[src/rtl/serial_subtractor_4bit_pkg.sv]
// ============================================================================
// serial_subtractor_4bit_pkg : shared width default and FSM state encodings
// Rev 1.0
// ============================================================================
`default_nettype none

package serial_subtractor_4bit_pkg;

  localparam int C_WIDTH = 4;

  typedef enum logic [1:0] {
    ST_IDLE  = 2'd0,
    ST_SHIFT = 2'd1,
    ST_DONE  = 2'd2
  } state_t;

endpackage

`default_nettype wire

[src/rtl/serial_subtractor_4bit_bit_cell.sv]
// ============================================================================
// sub_bit_cell : one-bit full-adder slice used for a + ~b + 1, LSB first
// Rev 1.0
// ============================================================================
`default_nettype none

module sub_bit_cell (
  input  logic x,
  input  logic y,
  input  logic cin,
  output logic s,
  output logic cout
);

  assign s    = x ^ y ^ cin;
  assign cout = (x & y) | (cin & (x ^ y));

endmodule

`default_nettype wire

[src/rtl/serial_subtractor_4bit.sv]
// ============================================================================
// serial_subtractor_4bit : bit-serial two's complement a - b, one bit per clock
// Rev 1.0
// ============================================================================
`default_nettype none

module serial_subtractor_4bit
  import serial_subtractor_4bit_pkg::*;
#(
  parameter int WIDTH = C_WIDTH
) (
  input  logic             clk,
  input  logic             reset,
  input  logic             start,
  input  logic [WIDTH-1:0] a,
  input  logic [WIDTH-1:0] b,
  output logic             busy,
  output logic             done,
  output logic [WIDTH-1:0] diff,
  output logic             carryout,
  output logic             overflow
);

  localparam int             CNT_W    = $clog2(WIDTH);
  localparam logic [CNT_W-1:0] CNT_LAST = CNT_W'(WIDTH - 1);

  state_t           state_q, state_d;
  logic [WIDTH-1:0] a_q, a_d;
  logic [WIDTH-1:0] nb_q, nb_d;
  logic [WIDTH-2:0] sum_q, sum_d;
  logic [CNT_W-1:0] cnt_q, cnt_d;
  logic             carry_q, carry_d;
  logic [WIDTH-1:0] diff_q, diff_d;
  logic             carryout_q, carryout_d;
  logic             overflow_q, overflow_d;

  logic             cell_s;
  logic             cell_cout;

  sub_bit_cell u_cell (
    .x    (a_q[0]),
    .y    (nb_q[0]),
    .cin  (carry_q),
    .s    (cell_s),
    .cout (cell_cout)
  );

  always_comb begin
    state_d    = state_q;
    a_d        = a_q;
    nb_d       = nb_q;
    sum_d      = sum_q;
    cnt_d      = cnt_q;
    carry_d    = carry_q;
    diff_d     = diff_q;
    carryout_d = carryout_q;
    overflow_d = overflow_q;

    case (state_q)
      ST_IDLE: begin
        if (start) begin
          a_d     = a;
          nb_d    = ~b;
          carry_d = 1'b1;
          cnt_d   = '0;
          state_d = ST_SHIFT;
        end
      end
      ST_SHIFT: begin
        a_d     = a_q >> 1;
        nb_d    = nb_q >> 1;
        sum_d   = {cell_s, sum_q[WIDTH-2:1]};
        carry_d = cell_cout;
        cnt_d   = cnt_q + CNT_W'(1);
        if (cnt_q == CNT_LAST) begin
          // carry_q here is the carry into the MSB; results publish all at once
          diff_d     = {cell_s, sum_q};
          carryout_d = cell_cout;
          overflow_d = carry_q ^ cell_cout;
          state_d    = ST_DONE;
        end
      end
      ST_DONE: state_d = ST_IDLE;
      default: state_d = ST_IDLE;
    endcase
  end

  always_ff @(posedge clk or posedge reset) begin
    if (reset) begin
      state_q    <= ST_IDLE;
      a_q        <= '0;
      nb_q       <= '0;
      sum_q      <= '0;
      cnt_q      <= '0;
      carry_q    <= 1'b0;
      diff_q     <= '0;
      carryout_q <= 1'b0;
      overflow_q <= 1'b0;
    end else begin
      state_q    <= state_d;
      a_q        <= a_d;
      nb_q       <= nb_d;
      sum_q      <= sum_d;
      cnt_q      <= cnt_d;
      carry_q    <= carry_d;
      diff_q     <= diff_d;
      carryout_q <= carryout_d;
      overflow_q <= overflow_d;
    end
  end

  assign busy     = (state_q == ST_SHIFT);
  assign done     = (state_q == ST_DONE);
  assign diff     = diff_q;
  assign carryout = carryout_q;
  assign overflow = overflow_q;

endmodule

`default_nettype wire

[config.mk]
export PLATFORM = sky130hd
export DESIGN_NAME = serial_subtractor_4bit
export DESIGN_NICKNAME = d
export VERILOG_FILES = /design/src/rtl/serial_subtractor_4bit_pkg.sv /design/src/rtl/serial_subtractor_4bit_bit_cell.sv /design/src/rtl/serial_subtractor_4bit.sv
export SDC_FILE = /design/constraint.sdc
export NUM_CORES = 1
export LEC_CHECK = 0
export ABC_AREA = 1
export ABC_CLOCK_PERIOD_IN_PS = 1180
export BUFFER_PORTS_ARGS = -buffer_cell sky130_fd_sc_hd__buf_2
export CAP_MARGIN = 20
export CORE_UTILIZATION = 45
export CTS_CLUSTER_SIZE = 14
export DETAILED_ROUTE_END_ITERATION = 8
export GPL_TIMING_DRIVEN = 0
export HOLD_SLACK_MARGIN = 0.03
export MAX_ROUTING_LAYER = met4
export PLACE_DENSITY = 0.69
export SLEW_MARGIN = 20
export SYNTH_ARGS = -nofsm -noshare
export SYNTH_HDL_FRONTEND = slang
export SYNTH_SLANG_ARGS = --single-unit
[constraint.sdc]
create_clock -name clk -period 1.18 [get_ports clk]
set_input_delay 0.059 -clock clk [delete_from_list [all_inputs] [get_ports clk]]
set_output_delay 0.059 -clock clk [all_outputs]
set_load 0.1 [all_outputs]
# Yosys cells after proc, flatten, opt, wreduce, memory -nomap -nowiden
# Index checks and enable logic that the tools add are counted.
[word_totals]
ff_bits = 22
inputBits = 11
output_inout_bits = 8
elab_cells = 38
[op_classes]
addsub = 1
n_eq_ne = 5
n_mux = 11
bitwise_logic = 7
reduce_logical = 5
[op_table]
columns = ["operator", "n"]
rows = [
  ["$pmux 4 s2", 2],
  ["$mux 4", 2],
  ["$pmux 2 s2", 2],
  ["$mux 2", 3],
  ["$reduce_and 2->1", 3],
  ["$eq 2x2->1 const B", 2],
  ["$not 4->4", 1],
  ["$xor 1x1->1", 3],
  ["$add 2x1->2 const B", 1],
  ["$and 1x1->1", 2],
  ["$eq 2x1->1 const B", 1],
  ["$logic_not 2->1", 1],
  ["$ne 2x1->1 const B", 1],
  ["$ne 2x2->1 const B", 1],
  ["$pmux 1 s2", 1],
  ["$reduce_bool 2->1", 1],
  ["$mux 1", 1],
  ["$or 1x1->1", 1],
]

# Depth between registers and ports, before layout
[logic_depth]
ltp_word = 4
ltp_mapped = 6
ltp_nobuf = 5

# Hierarchy
# Synthesis repeated with hierarchy kept, for this count alone.
[hier_totals]
cells_unflattened = 118
hier_area_um2 = 1048.5
[by_module_without_submodules]
columns = ["module", "n_inst", "cells_each", "area_each_um2", "seq_area_each_um2"]
rows = [
  ["serial_subtractor_4bit", 1, 117, 1028.5, 550.5],
  ["sub_bit_cell", 1, 1, 20.0, 0.0],
]

# Worst setup path after synthesis
# No wires, ideal clock.
[synth_path]
path_kind = "register to output"
from = "register state_q[1]"
to = "output done"
arrival_ns = 1.844
required_ns = 1.121
slack_ns = -0.723
path_stages_with_launch = 4
n_path_buf = 1
path_cell_list = "dfrtp_1 > inv_2 > buf_6 > nor2_1"
[synth_via]
elab_chain_cells = 1
[synth_rtl]
columns = ["item", "line", "source"]
rows = [
  ["start: declaration", "serial_subtractor_4bit.sv:27", "state_t state_q, state_d;"],
  ["start signal: assignment", "serial_subtractor_4bit.sv:100", "state_q <= state_d;"],
  ["$eq 2x2->1", "serial_subtractor_4bit.sv:113", "assign done = (state_q == ST_DONE);"],
  ["end: declaration", "serial_subtractor_4bit.sv:18", "output logic done,"],
]
# Every way passes these cells.

# Worst setup path in the final report
# Ends and elaborated chain as after synthesis.

==> load_flow_metrics.sql <==
INSERT INTO impl_metrics (metric_group, metric, value, unit) VALUES
('drt', 'vias', '945', ''),
('hold_path', 'holdCritPathClass', 'primary input to register', ''),
('die', 'placementRows', '17', ''),
('drt', 'wl_per_cell', '12.5', 'um'),
('synth', 'proportion_of_synthesized_flip_flops_having_asynchronous_set_or_reset', '100', '%'),
('cts', 'clk_latency', '310', 'ps'),
('timing', 'period_share', '107', '%'),
('drt', 'detailed_routing_iteration_count_for_the_pre_antenna_repair_pass', '4', ''),
('cts', 'max-clock-path-buffers', '2', ''),
('worst_setup_path', 'endpoint_kind', 'output pin', ''),
('layout', 'finalInstanceArea', '1510', 'um2'),
('timing', 'max_slew.worst_pin.slew', '816', 'ps'),
('worst_setup_path', 'cp.arrival', '1200', 'ps'),
('synth', 'synth_enable_flop_cells', '0', ''),
('timing', 'fin_skew', '9.11', 'ps'),
('die', 'die_width', '50.3', 'um'),
('global_route', 'vias_in_the_first_global_route', '953', ''),
('worst_setup_path', 'reg2reg_from', 'state_q[1]$_DFFE_PP0P_', ''),
('drt', 'via_per_inst', '4.97', ''),
('outcome', 'outcome', 'finished, violations left', ''),
('synth', 'yosysWarningCount', '0', ''),
('worst_setup_path', 'ff2ff_setup_slack', '-50', 'ps'),
('layout', 'final_nets', '176', ''),
('worst_setup_path', 'critical_path.startpoint', 'state_q[1]$_DFFE_PP0P_', ''),
('synth', 'synth_top_area_cell', 'sky130_fd_sc_hd__dfrtp_1', ''),
('synth', 'register_area_share_after_synthesis', '52.5', '%'),
('global_route', 'grt_start_max_net_pins', '23', ''),
('drt', 'dr_iter_0_viols', '24', ''),
('placement', 'placement.setup.worst_slack', '-106', 'ps'),
('timing', 'fin_tns_setup', '-260', 'ps'),
('outcome', 'violations_in_the_final_reports', 'negative setup slack', ''),
('cts', 'cts_num_sinks', '22', ''),
('worst_setup_path', 'crit_path_start_kind', 'register', ''),
('worst_setup_path', 'worst-setup-path-type', 'register to output pin', ''),
('synth', 'post_synthesis_cell_area', '1050', 'um2'),
('synth', 'syn-instance-count', '118', ''),
('flow_run', 'cap_violations', '0', ''),
('timing', 'worst_slack', '-78.1', 'ps'),
('cts', 'cts_inserted_buffers', '3', ''),
('die', 'core_area', '2210', 'um2'),
('placement', 'placedInstanceArea', '1180', 'um2'),
('synth', 'synthTopCellsByArea', 'sky130_fd_sc_hd__dfrtp_1 (53%), sky130_fd_sc_hd__nand2_1 (14%), sky130_fd_sc_hd__nand3_1 (6.2%)', ''),
('timing', 'timing.final.max_slew_violations', '0', ''),
('synth', 'yosysTopAreaCellShare', '52.5', '%'),
('synth', 'synth_nets', '131', ''),
('global_route', 'grt_antenna_before_repair', '0', ''),
('timing', 'max_freq', '795', 'MHz'),
('hold_path', 'hold_end', 'a_q[1]$_DFFE_PP0P_', ''),
('placement', 'gp_congestion', '0.737', ''),
('die', 'die_y', '50.3', 'um'),
('synth', 'synth.avg_cell_area', '8.89', 'um2'),
('global_route', 'grt_pass1_wl', '4020', 'um'),
('global_route', 'grtUsageTotal', '22.1', '%'),
('cts', 'clk_pin_slew_worst_paths', '130', 'ps'),
('die', 'design.die.area', '2530', 'um2'),
('worst_setup_path', 'timing.reg2reg.worst_path_depth', '6', ''),
('drt', 'drcViolationCount', '0', ''),
('cts', 'cts-root-buf', 'sky130_fd_sc_hd__clkbuf_4', ''),
('cts', 'tritoncts', 'yes', ''),
('timing', 'setup-violations-final', '6', ''),
('drt', 'antenna_violating_nets_post_route', '0', ''),
('timing', 'finalHoldViolations', '0', ''),
('worst_setup_path', 'timing.critical_path.fanout_max', '2', ''),
('hold_path', 'hold_path.startpoint', 'a[1]', ''),
('synth', 'synth_common_cells', 'sky130_fd_sc_hd__nand2_1 (38), sky130_fd_sc_hd__dfrtp_1 (22), sky130_fd_sc_hd__inv_1 (15)', ''),
('global_route', 'grt-ovfl-total', '0', ''),
('timing', 'period_minus_slack', '1260', 'ps'),
('synth', 'synthFlopType', 'sky130_fd_sc_hd__dfrtp_1', ''),
('placement', 'placement.io_buffers', '18', ''),
('timing', 'unrepaired_setup_endpoints_after_global_routing', 'yes', ''),
('worst_setup_path', 'worst_r2r_endpoint', 'sum_q[0]$_DFFE_PP0P_', '');
## per-stage QoR
stage | instances | utilization, % | hold WS [ps]
3_5_place_dp | 164 | 53.3 | 256
4_1_cts | 184 | 63.8 | 58.2
5_1_grt | 190 | 68.3 | 103
6_report | 190 | 68.3 | 41.6
3_3_place_gp | 164 | 53.3 | 252
2_1_floorplan | 118 | - | 48.2
## kinds of logic (layout without fill, tap and decap cells)
| group | count (synthesis) | after routing | share of synthesized area, % |
|---|---|---|---|
| DFF | 22 | 22 | 52.5 |
| and+or+nand+nor | 62 | 62 | 27.6 |
| buffers and inverters | 20 | 63 | 9.31 |
| AOI/OAI and AO/OA | 11 | 12 | 6.68 |
| xor gates and xnor gates | 1 | 1 | 0.835 |
| adders and majority gates | 2 | 2 | 3.10 |
## sequential cells by signal, summed over array words and instances, names as in the netlist, 2 cells and up
| signal | count |
|---|---|
| a_q | 4 |
| cnt_q | 2 |
| diff | 4 |
| nb_q | 4 |
| state_q | 2 |
| sum_q | 3 |
## placed cells by master (no fill, tap or decap)
master	n
sky130_fd_sc_hd__ha_1	1
sky130_fd_sc_hd__buf_6	2
sky130_fd_sc_hd__nand2_4	2
sky130_fd_sc_hd__a21oi_1	1
sky130_fd_sc_hd__clkbuf_8	1
sky130_fd_sc_hd__nor2_2	2
sky130_fd_sc_hd__fa_2	1
sky130_fd_sc_hd__buf_4	13
sky130_fd_sc_hd__dlygate4sd3_1	6
sky130_fd_sc_hd__inv_1	14
sky130_fd_sc_hd__buf_12	2
sky130_fd_sc_hd__clkbuf_16	1
sky130_fd_sc_hd__o21ai_1	4
sky130_fd_sc_hd__nor2_1	3
sky130_fd_sc_hd__xor2_1	1
sky130_fd_sc_hd__clkbuf_4	9
sky130_fd_sc_hd__buf_8	2
sky130_fd_sc_hd__nand2_1	36
sky130_fd_sc_hd__buf_2	10
sky130_fd_sc_hd__o21ai_0	2
sky130_fd_sc_hd__o21ai_2	4
sky130_fd_sc_hd__nor2_4	2
sky130_fd_sc_hd__nand2_8	2
sky130_fd_sc_hd__o21ai_4	1
sky130_fd_sc_hd__inv_4	1
sky130_fd_sc_hd__nand2_2	2
sky130_fd_sc_hd__inv_2	2
sky130_fd_sc_hd__dfrtp_1	22
sky130_fd_sc_hd__nand3_1	13
## worst max-delay path by stage
stage	end	slack, ps	cells past startpoint
after CTS	done	-110	4
final	done	-80	4
after global placement	overflow$_DFFE_PP0P_	-90	4
after global routing	done	-130	4
after floorplan	diff[1]$_DFFE_PP0P_	-300	6
after detailed placement	overflow$_DFFE_PP0P_	-110	4
## critical path: stages, from the launching register on
cell and delay [ps]:
sky130_fd_sc_hd__dfrtp_1 410, sky130_fd_sc_hd__inv_2 70, sky130_fd_sc_hd__buf_8 120, sky130_fd_sc_hd__nor2_4 110, sky130_fd_sc_hd__buf_12 180
## metal layers
layer	wire length, um	global-route usage [%]	vias up
li1	-	-	453
met4	67	11.9	0
met1	987	25.8	446
met5	0	-	-
met2	1220	36.7	38
met3	89	3.03	8
## timing repair
action	in CTS	in global routing
hold endpoints to repair	27	0
hold buffers	6	0
setup buffers	10	4
gates resized for setup	15	14
endpoints found under the setup margin	6	28
gates cloned	0	2
pin swaps	8	1
## cell type report
cell class	count	area, um2
clock buffer	4	36.3
multi-input combinational	77	452
tap	28	35.0
inverter	17	66.3
timing repair buffer	39	329
fill	188	702
buffer	3	41.3
sequential	22	551
Power is not shown: default switching activity piles up to over one toggle a cycle in this logic, so the estimate is an artifact.
